`src/rtl/julia_mem_pkg.sv`:
```
// Shared types and widths for the Julia framebuffer read path.
package julia_mem_pkg;

    localparam int PIXEL_W = 8;
    localparam int ADDR_W  = 32;

    typedef enum logic [1:0] {
        IDLE,
        ISSUE,
        DRAIN
    } rd_state_t;

endpackage

```
`src/rtl/pixel_fifo.sv`:
```
// Synchronous pixel FIFO; the head entry is driven straight from the storage registers,
// so data pushed on one edge is presented on pop_data right after that edge.
module pixel_fifo
    import julia_mem_pkg::*;
#(
    parameter int unsigned DEPTH = 16,
    parameter int unsigned WIDTH = PIXEL_W
) (
    input  logic                           clk,
    input  logic                           rst,
    input  logic                           push,
    input  logic [WIDTH-1:0]               push_data,
    input  logic                           pop,
    output logic [WIDTH-1:0]               pop_data,
    output logic [$clog2(DEPTH + 1)-1:0]   count,
    output logic                           empty,
    output logic                           full
);
    localparam int unsigned PTR_W = $clog2(DEPTH);
    localparam int unsigned CNT_W = $clog2(DEPTH + 1);

    logic [WIDTH-1:0] mem_q [DEPTH];
    logic [PTR_W-1:0] wr_ptr_q, rd_ptr_q;
    logic [CNT_W-1:0] count_q;
    logic             do_push, do_pop;

    assign empty    = (count_q == '0);
    assign full     = (count_q == CNT_W'(DEPTH));
    assign count    = count_q;
    assign pop_data = mem_q[rd_ptr_q];

    // A push into a full FIFO is legal when a pop frees the head in the same cycle.
    assign do_pop  = pop & ~empty;
    assign do_push = push & (~full | do_pop);

    always_ff @(posedge clk or posedge rst) begin
        if (rst) begin
            for (int i = 0; i < int'(DEPTH); i++) begin
                mem_q[i] <= '0;
            end
            wr_ptr_q <= '0;
            rd_ptr_q <= '0;
            count_q  <= '0;
        end else begin
            if (do_push) begin
                mem_q[wr_ptr_q] <= push_data;
                wr_ptr_q        <= wr_ptr_q + PTR_W'(1);
            end
            if (do_pop) begin
                rd_ptr_q <= rd_ptr_q + PTR_W'(1);
            end
            case ({do_push, do_pop})
                2'b10:   count_q <= count_q + CNT_W'(1);
                2'b01:   count_q <= count_q - CNT_W'(1);
                default: count_q <= count_q;
            endcase
        end
    end

endmodule

```
`src/rtl/mem_reader.sv`:
```
// Pipelined Avalon-MM read master fetching one frame of pixels into a FIFO-backed stream.
// Optional MEM_READER_UNDERRUN_EN adds a saturating starvation counter (underrun_cnt).
module mem_reader
    import julia_mem_pkg::*;
#(
    parameter logic [ADDR_W-1:0] BASE_ADDR    = 32'h0000_0000,
    parameter int unsigned       FRAME_PIXELS = 307200,
    parameter int unsigned       FIFO_DEPTH   = 16
) (
    input  logic                clk,
    input  logic                rst,
    input  logic                start,
    input  logic                wait_request,
    input  logic [PIXEL_W-1:0]  read_data,
    input  logic                read_data_valid,
    output logic [ADDR_W-1:0]   read_address,
    output logic                read_enable,
    output logic [PIXEL_W-1:0]  pix_data,
    output logic                pix_valid,
    input  logic                pix_ready,
    output logic                busy,
    output logic                frame_done
`ifdef MEM_READER_UNDERRUN_EN
    ,
    output logic [15:0]         underrun_cnt
`endif
);
    localparam int unsigned        CNT_W      = $clog2(FIFO_DEPTH + 1);
    localparam int unsigned        FRAME_W    = $clog2(FRAME_PIXELS + 1);
    localparam logic [FRAME_W-1:0] FRAME_LAST = FRAME_W'(FRAME_PIXELS - 1);
    localparam logic [CNT_W:0]     DEPTH_OCC  = (CNT_W + 1)'(FIFO_DEPTH);

    rd_state_t          state_q, state_d;
    logic [ADDR_W-1:0]  addr_q;
    logic [FRAME_W-1:0] req_cnt_q, pop_cnt_q;
    logic [CNT_W-1:0]   outstanding_q, fifo_count;
    logic [CNT_W:0]     occupancy;
    logic               fifo_empty, fifo_full;
    logic               start_ok, accepted, push, pop, credit_ok;

    // Credit uses registered counts only, so read_enable cannot drop while stalled:
    // during a stall occupancy can only shrink.
    assign occupancy    = {1'b0, fifo_count} + {1'b0, outstanding_q};
    assign credit_ok    = ~fifo_full & (occupancy < DEPTH_OCC);
    assign read_enable  = (state_q == ISSUE) & credit_ok;
    assign read_address = addr_q;
    assign accepted     = read_enable & ~wait_request;
    assign push         = read_data_valid & (outstanding_q != '0);
    assign pix_valid    = ~fifo_empty;
    assign pop          = pix_valid & pix_ready;
    assign busy         = (state_q != IDLE);
    assign start_ok     = (state_q == IDLE) & start;

    always_comb begin
        state_d    = state_q;
        frame_done = 1'b0;
        unique case (state_q)
            IDLE: begin
                if (start) state_d = ISSUE;
            end
            ISSUE: begin
                if (accepted && req_cnt_q == FRAME_LAST) state_d = DRAIN;
            end
            DRAIN: begin
                if (pop && pop_cnt_q == FRAME_LAST) begin
                    frame_done = 1'b1;
                    state_d    = IDLE;
                end
            end
            default: state_d = IDLE;
        endcase
    end

    always_ff @(posedge clk or posedge rst) begin
        if (rst) begin
            state_q       <= IDLE;
            addr_q        <= BASE_ADDR;
            req_cnt_q     <= '0;
            pop_cnt_q     <= '0;
            outstanding_q <= '0;
        end else begin
            state_q <= state_d;
            if (start_ok) begin
                addr_q    <= BASE_ADDR;
                req_cnt_q <= '0;
                pop_cnt_q <= '0;
            end else begin
                if (accepted) begin
                    addr_q    <= addr_q + ADDR_W'(1);
                    req_cnt_q <= req_cnt_q + FRAME_W'(1);
                end
                if (pop && busy) begin
                    pop_cnt_q <= pop_cnt_q + FRAME_W'(1);
                end
            end
            case ({accepted, push})
                2'b10:   outstanding_q <= outstanding_q + CNT_W'(1);
                2'b01:   outstanding_q <= outstanding_q - CNT_W'(1);
                default: outstanding_q <= outstanding_q;
            endcase
        end
    end

    pixel_fifo #(
        .DEPTH (FIFO_DEPTH),
        .WIDTH (PIXEL_W)
    ) u_fifo (
        .clk       (clk),
        .rst       (rst),
        .push      (push),
        .push_data (read_data),
        .pop       (pop),
        .pop_data  (pix_data),
        .count     (fifo_count),
        .empty     (fifo_empty),
        .full      (fifo_full)
    );

`ifdef MEM_READER_UNDERRUN_EN
    logic [15:0] underrun_q;

    always_ff @(posedge clk or posedge rst) begin
        if (rst) begin
            underrun_q <= '0;
        end else if (start_ok) begin
            underrun_q <= '0;
        end else if (busy && pix_ready && !pix_valid && underrun_q != 16'hFFFF) begin
            underrun_q <= underrun_q + 16'd1;
        end
    end

    assign underrun_cnt = underrun_q;
`endif

endmodule

```
`config.mk`:
```
export PLATFORM = sky130hd
export DESIGN_NAME = mem_reader
export DESIGN_NICKNAME = d
export VERILOG_FILES = /design/src/rtl/julia_mem_pkg.sv /design/src/rtl/pixel_fifo.sv /design/src/rtl/mem_reader.sv
export SDC_FILE = /design/constraint.sdc
export NUM_CORES = 1
export LEC_CHECK = 0
export ABC_CLOCK_PERIOD_IN_PS = 13500
export CORE_ASPECT_RATIO = 0.8
export CORE_MARGIN = 2
export CORE_UTILIZATION = 62
export DETAILED_ROUTE_END_ITERATION = 8
export PLACE_DENSITY = 0.82
export SLEW_MARGIN = 20
export SYNTH_ARGS = -nofsm -noshare
export SYNTH_HDL_FRONTEND = slang
export SYNTH_SLANG_ARGS = --single-unit
export TNS_END_PERCENT = 10
```
`constraint.sdc`:
```
create_clock -name clk -period 13.5 [get_ports clk]
set_clock_uncertainty 0.2 [all_clocks]
set_input_delay 1.35 -clock clk [delete_from_list [all_inputs] [get_ports clk]]
set_output_delay 1.35 -clock clk [all_outputs]
set_load 0.02 [all_outputs]
```
==> results of run 1 <==
-- cells in the final DEF, fill, tap and decap left out, drive strengths merged, types with 2 or more instances in the layout --
| cell | synthesis | final |
|---|---|---|
| a21o | 5 | 5 |
| or4 | 13 | 13 |
| nand3 | 41 | 41 |
| xor2 | 25 | 25 |
| mux4 | 40 | 40 |
| and2 | 3 | 3 |
| nand4 | 27 | 27 |
| or2 | 2 | 2 |
| o31ai | 9 | 9 |
| a21oi | 33 | 33 |
| clkdlybuf4s50 | 0 | 57 |
| nand4b | 3 | 3 |
| nor3 | 10 | 10 |
| xnor2 | 18 | 18 |
| mux2i | 4 | 4 |
| dfrtp | 218 | 218 |
| ha | 20 | 20 |
| o211ai | 7 | 7 |
| and3 | 13 | 13 |
| nand2 | 45 | 45 |
| or3 | 23 | 23 |
| nor2b | 3 | 3 |
| buf | 10 | 6 |
| nor4 | 8 | 8 |
| mux2 | 129 | 129 |
| o21ai | 34 | 34 |
| clkinv | 0 | 5 |
| a31oi | 2 | 2 |
| inv | 20 | 20 |
| bufinv | 0 | 2 |
| a31o | 2 | 2 |
| clkbuf | 33 | 30 |
| fa | 2 | 2 |
| nor2 | 40 | 40 |
| and4 | 5 | 5 |
-- cells by family after synthesis --
| group | Yosys count | share of synthesized area, % |
|---|---|---|
| xor+xnor | 43 | 3.543 |
| buf+inv | 63 | 2.295 |
| fa+ha+maj | 22 | 2.731 |
| flops | 218 | 51.32 |
| mux | 173 | 22.52 |
| simple gates | 241 | 12.10 |
| compound gates | 96 | 5.497 |
-- power by group --
part           switching (mW)  internal (mW)
Sequential              0.183          0.886
Clock                   0.248          0.370
Combinational           0.460          0.529
Total                   0.892           1.78
-- how the worst max path moves through the flow --
stage | to | depth (start not counted) | start | slack (ns)
6_report | frame_done | 5 | pix_ready | 8.38
5_1_grt | frame_done | 5 | pix_ready | 8.35
4_1_cts | frame_done | 5 | pix_ready | 8.39
3_5_place_dp | frame_done | 5 | pix_ready | 8.42
3_3_place_gp | frame_done | 5 | pix_ready | 8.55
2_1_floorplan | outstanding_q[0]$_DFFE_PP0P_ | 1 | rst | 5.99
-- state kept, by name, indices dropped and copies added (netlist names) --
register,flops
pop_cnt_q,19
u_fifo.rd_ptr_q,4
state_q,2
req_cnt_q,19
outstanding_q,5
read_address,32
u_fifo.wr_ptr_q,4
u_fifo.count,5
u_fifo.mem_q,128
-- per-layer routing --
metal | vias up | share of wire, % | global-route usage (%) | routed length (µm)
met5 | - | 0 | 0 | 0
met4 | 0 | 1.8 | 6.427 | 411
met3 | 39 | 5.6 | 4.098 | 1249
met2 | 226 | 45 | 36.42 | 10180
met1 | 3652 | 47 | 42.19 | 10650
li1 | 3264 | - | - | -
-- metrics by stage --
stage	total power [mW]	hold WS, ns	util, %	cells
3_3_place_gp	1.999	0.2678	68.24	1096
5_1_grt	2.824	0.2988	72.65	1134
4_1_cts	2.686	0.2871	72.65	1134
2_1_floorplan	1.747	0.2588	-	856
6_report	2.677	0.2829	72.65	1134
3_5_place_dp	2.052	0.2734	68.24	1096
-- final cells by class --
| class | instances | area share [%] |
|---|---|---|
| repair buffers | 63 | 5.086 |
| well taps | 220 | 2.274 |
| flip-flops and latches | 218 | 45.08 |
| clock buffers | 30 | 5.303 |
| inverters | 20 | 0.6823 |
| multi-input cells | 575 | 40.80 |
| clock inverters | 8 | 0.7650 |
-- critical path: stages --
cell	delay (ns)
sky130_fd_sc_hd__clkdlybuf4s50_1	0.51
sky130_fd_sc_hd__nand2_1	0.11
sky130_fd_sc_hd__or4_1	0.59
sky130_fd_sc_hd__nor3b_1	0.34
sky130_fd_sc_hd__clkdlybuf4s50_1	0.67
==> run metrics, run 1 <==
Worst Hold Class flop to flop; syn avg cell area 12.42 µm²; setup fix buffers added after clock tree synthesis 0; number of ports placed on the die boundary 58; remaining routing DRC violations 0; clk root buf sky130_fd_sc_hd__clkbuf_16; Max clock buf depth 3; DRC violation total after the first TritonRoute iteration 570; Num Clock Sinks 218; Period minus WS final 5.123 ns; Placed Instance Area 11,370 µm²; Hold Crit Endpoint read_address[31]$_DFFE_PP0P_; share of final-layout standard cells stronger than drive strength 1 16.52%; final hold viol count 0; highest net fanout along the worst path 3; via count of the routed design 7,181; worst setup path class input pin to output pin; most common library cells after synthesis sky130_fd_sc_hd__dfrtp_1 (218), sky130_fd_sc_hd__mux2_1 (73), sky130_fd_sc_hd__mux2_2 (56), sky130_fd_sc_hd__nand2_1 (44), sky130_fd_sc_hd__nand3_1 (41); Worst R2R Start u_fifo.count[4]$_DFFE_PP0P_; Pleak 5.191 nW; die boundary height 121.1 µm; Post-DP HPWL 14,700 µm; Remaining Overflow, GRT 0; storage element area 5456 µm²; Hold Path Cell Cnt 1; Register-to-Register Setup Slack 9.11 ns; area share of the largest cell type after synthesis 51.32%; placement row count 42; number of nets in the finished design 936; flip-flop and latch count after synthesis 218; total core area 16,660 µm²; number of buffers inserted for hold repair after clock tree synthesis 0; post-route setup slack 8.377 ns; Die Area 18,220 µm²; GRT Total Usage 25.87%; vias in the first global route 7,015; Final Instance Area 12,100 µm²; worst relative slew slack 35.37%; number of synthesized flops with an enable pin 0; antenna diode count 0; setup repair after global routing missed its margin no; TritonCTS clock tree yes; most repeated cell in the gate-level netlist after synthesis sky130_fd_sc_hd__dfrtp_1; CP arrival 3.57 ns; Power Density 221.2 nW/µm²; multi-input combinational cell area 4938 µm²; Synthesized Nets 892; Syn Inst Count 856; Maximum Capacitance Violations 0; upper clock frequency limit 195.2 MHz; 1st-pass router iterations 5; synthesized cell area 10,630 µm²; endpoint type of the worst setup path output pin; worst slack, placed 8.423 ns; data required time of the worst path 11.95 ns; number of buffers added on ports 57; beginning of the worst hold path read_address[31]$_DFFE_PP0P_; final antenna-violating net count 0; endpoint of the worst-slack reg-to-reg timing path outstanding_q[4]$_DFFE_PP0P_; outcome finished clean; post-DR wirelength/cell 19.84 µm; number of antenna violations at the first check in global routing 0; peak ir drop on the vdd network 0.0001525 V; top cells by area, synth sky130_fd_sc_hd__dfrtp_1 (51%), sky130_fd_sc_hd__mux4_2 (8.5%), sky130_fd_sc_hd__mux2_1 (7.7%); Synth warnings 0; share of synthesized area occupied by flip-flops and latches 51.32%; global-route wire length before repair 37,200 µm; area delta synth->final 13.85%; cell type with the largest total area after synthesis sky130_fd_sc_hd__dfrtp_1; number of buffers inserted during clock tree synthesis 22; via density per instance 6.332; H-tree levels 1; maximum number of pins on one net before global-route repair 146; total wire length 22,490 µm; post-route clock period utilization 37.94%; unique cell type count in the Yosys netlist 49; Clk pin slew, worst setup/hold paths 0.07 ns; initial core utilization 63.81%; worst r2r path cells 11; Top FF cell, synth sky130_fd_sc_hd__dfrtp_1; Placer Congestion 0.8391; fraction of synthesis flops using an asynchronous set or reset pin 100.0%; horizontal extent of the die 150.4 µm; accumulated negative setup slack 0 ns; number of fill cells in the layout 1,093; startpoint type of the worst setup path input pin; clock latency on the worst-skew pair 0.50 ns; post-cts gate resize count 0; Finish-stage setup viols 0; Worst Max-Slew Pin Slew 0.9694 ns; final max-slew violation count 0
Power figures use the tool's default switching activity.
==> run 2, diff against run 1 <==
Settings changed: ABC_CLOCK_PERIOD_IN_PS 13500 to 5250, CORE_UTILIZATION 62 to 60, PLACE_DENSITY 0.82 to 0.8.
Clock period 13.5 ns to 5.25 ns, I/O delays scaled along.
==> run 2 against run 1 <==
Against the previous run: non-clock buffer count up 2; critical path depth down 1; design area down 0.17%; sequential share of layout area up 0.075 points; first-iteration DRC count up 15%; critical path type is now flop to output pin; global-route usage down 0.89 points; wire length up 0.85%; largest power group unchanged; highest routed layer unchanged.
==> run metrics, run 2 (synthesis gave the netlist of run 1 again) <==
Biggest register u_fifo.mem_q; Clk pin slew, worst setup/hold paths 0.06 ns; TritonCTS clock tree yes; Top Family by Delay on Critical Path buffers and inverters; data required time of the worst path 4.53 ns; number of buffers inserted during clock tree synthesis 22; most numerous cell on the critical path sky130_fd_sc_hd__mux4_2; number of ports placed on the die boundary 58; Critical Path, Cell by Cell buf_4 -> mux4_2 -> mux4_2 -> clkdlybuf4s50_1; final antenna-violating net count 0; max FFs per register 128; number of nets in the finished design 938; Maximum Capacitance Violations 0; slowest stage cell on the critical path sky130_fd_sc_hd__dfrtp_1; H-tree levels 1; clk root buf sky130_fd_sc_hd__clkbuf_16; upper clock frequency limit 253.2 MHz; DRC violation total after the first TritonRoute iteration 653; count of cell instances traversed by the critical path 4; number of buffer and inverter instances along the worst setup path 2; clock latency on the worst-skew pair 0.50 ns; area delta synth->final 13.66%; vias in the first global route 6,912; horizontal extent of the die 152.8 µm; largest stage delay on the critical path 0.75 ns; peak ir drop on the vdd network 0.0002847 V; Placed Cells 1,103; initial core utilization 61.36%; final max-slew violation count 0; GRT Total Usage 24.98%; final cell count without fillers 1,139; number of antenna violations at the first check in global routing 0; global-route wire length before repair 37,590 µm; post-route clock period utilization 75.24%; number of buffers added on ports 57; number of fill cells in the layout 1,180; 1st-pass router iterations 5; Max clock buf depth 3; endpoint type of the worst setup path output pin; worst r2r path cells 12; Worst Hold Class input pin to async pin; Remaining Overflow, GRT 0; Period minus WS final 3.950 ns; via density per instance 6.241; highest net fanout along the worst path 23; startpoint type of the worst setup path flop; share of final-layout standard cells stronger than drive strength 1 15.86%; post-DR wirelength/cell 19.92 µm; total wire length 22,690 µm; setup repair after global routing missed its margin no; die boundary height 123.1 µm; final hold viol count 0; maximum number of pins on one net before global-route repair 111; Worst Max-Slew Pin Slew 1.025 ns; total core area 17,320 µm²; worst setup path class flop to output pin; remaining routing DRC violations 0; Die Area 18,800 µm²; worst relative slew slack 31.02%; Post-DP HPWL 14,550 µm; setup fix buffers added after clock tree synthesis 0; accumulated negative setup slack 0 ns; number of buffers inserted for hold repair after clock tree synthesis 0; Num Clock Sinks 218; Power Density 562.8 nW/µm²; Placer Congestion 0.8055; post-cts gate resize count 0; Pleak 5.167 nW; via count of the routed design 7,109; placement row count 43; commonest non-fill, non-tap cells in the layout sky130_fd_sc_hd__dfrtp_1 (217), sky130_fd_sc_hd__mux2_1 (73), sky130_fd_sc_hd__clkdlybuf4s50_1 (57); antenna diode count 0; CP arrival 3.23 ns; outcome finished clean; commonest non-fill, non-tap cell in the layout sky130_fd_sc_hd__dfrtp_1; Finish-stage setup viols 0
-- run 2: cell types whose count changed in the layout (fill, tap and decap cells not counted), sizes merged --
| cell | change |
|---|---|
| clkbuf | +4 |
| clkinv | -4 |
| inv | -1 |
| buf | +2 |
| bufinv | -1 |
-- run 2: stage by stage --
step	worst slack, ns	area (µm²)	total power [mW]	hold WS, ns	util (%)
after global placement	1.554	11410	5.167	0.2678	65.87
after global routing	1.158	12080	7.186	0.2314	69.75
after floorplan	1.675	10630	4.492	0.2588	-
final	1.300	12080	6.800	0.1952	69.75
after detailed placement	1.445	11410	5.279	0.2748	65.87
after CTS	1.314	12080	6.827	0.2009	69.75
-- run 2: cell type report --
type	count	area [µm²]	share of cell area, %
timing repair buffer	65	655.6	5.426
clock inverter	2	35.03	0.2899
inverter	20	78.83	0.6524
clock buffer	34	636.9	5.271
multi-input combinational	575	4938	40.87
tap	225	281.5	2.330
sequential	218	5456	45.16
-- run 2: path summary, 6_finish.rpt --
check	endpoint	startpoint	slack, ns
max in group asynchronous	u_fifo.rd_ptr_q[0]$_DFFE_PP0P_	rst	3.76
max reg2reg	outstanding_q[4]$_DFFE_PP0P_	u_fifo.count[4]$_DFFE_PP0P_	1.41
min reg2reg	read_address[31]$_DFFE_PP0P_	read_address[31]$_DFFE_PP0P_	0.28
min in group clk	read_address[31]$_DFFE_PP0P_	read_address[31]$_DFFE_PP0P_	0.28
max	pix_data[2]	u_fifo.rd_ptr_q[1]$_DFFE_PP0P_	1.30
min	read_address[25]$_DFFE_PP0P_	rst	0.20
-- run 2: report_power, final --
group	total (mW)	switching (mW)	internal, mW
registers	2.76	0.483	2.28
clock network	1.49	0.618	0.877
logic	2.54	1.18	1.37
total	6.80	2.28	4.52
-- run 2: worst register-to-register path, cell delays in order, from the launching register on --
cell and delay, ns:
sky130_fd_sc_hd__dfrtp_1 0.52, sky130_fd_sc_hd__ha_1 0.30, sky130_fd_sc_hd__or4_4 0.44, sky130_fd_sc_hd__a2111oi_4 0.32, sky130_fd_sc_hd__buf_4 0.28, sky130_fd_sc_hd__nand2_2 0.19, sky130_fd_sc_hd__ha_1 0.29, sky130_fd_sc_hd__ha_1 0.32
sky130_fd_sc_hd__nor2b_1 0.14, sky130_fd_sc_hd__o21ai_0 0.25, sky130_fd_sc_hd__a21oi_1 0.14, sky130_fd_sc_hd__nor3_1 0.24, sky130_fd_sc_hd__xor2_1 0.16
-- run 2: routing by layer --
metal / GRT usage [%] / up-vias / wire, µm / part of all wire [%]
met1: 39.43 / 3625 / 10910 / 48
met2: 37.56 / 188 / 10220 / 45
met3: 3.260 / 32 / 1125 / 5.0
met4: 5.556 / 0 / 432 / 1.9
met5: 0 / - / 0 / 0
li1: - / 3264 / - / -
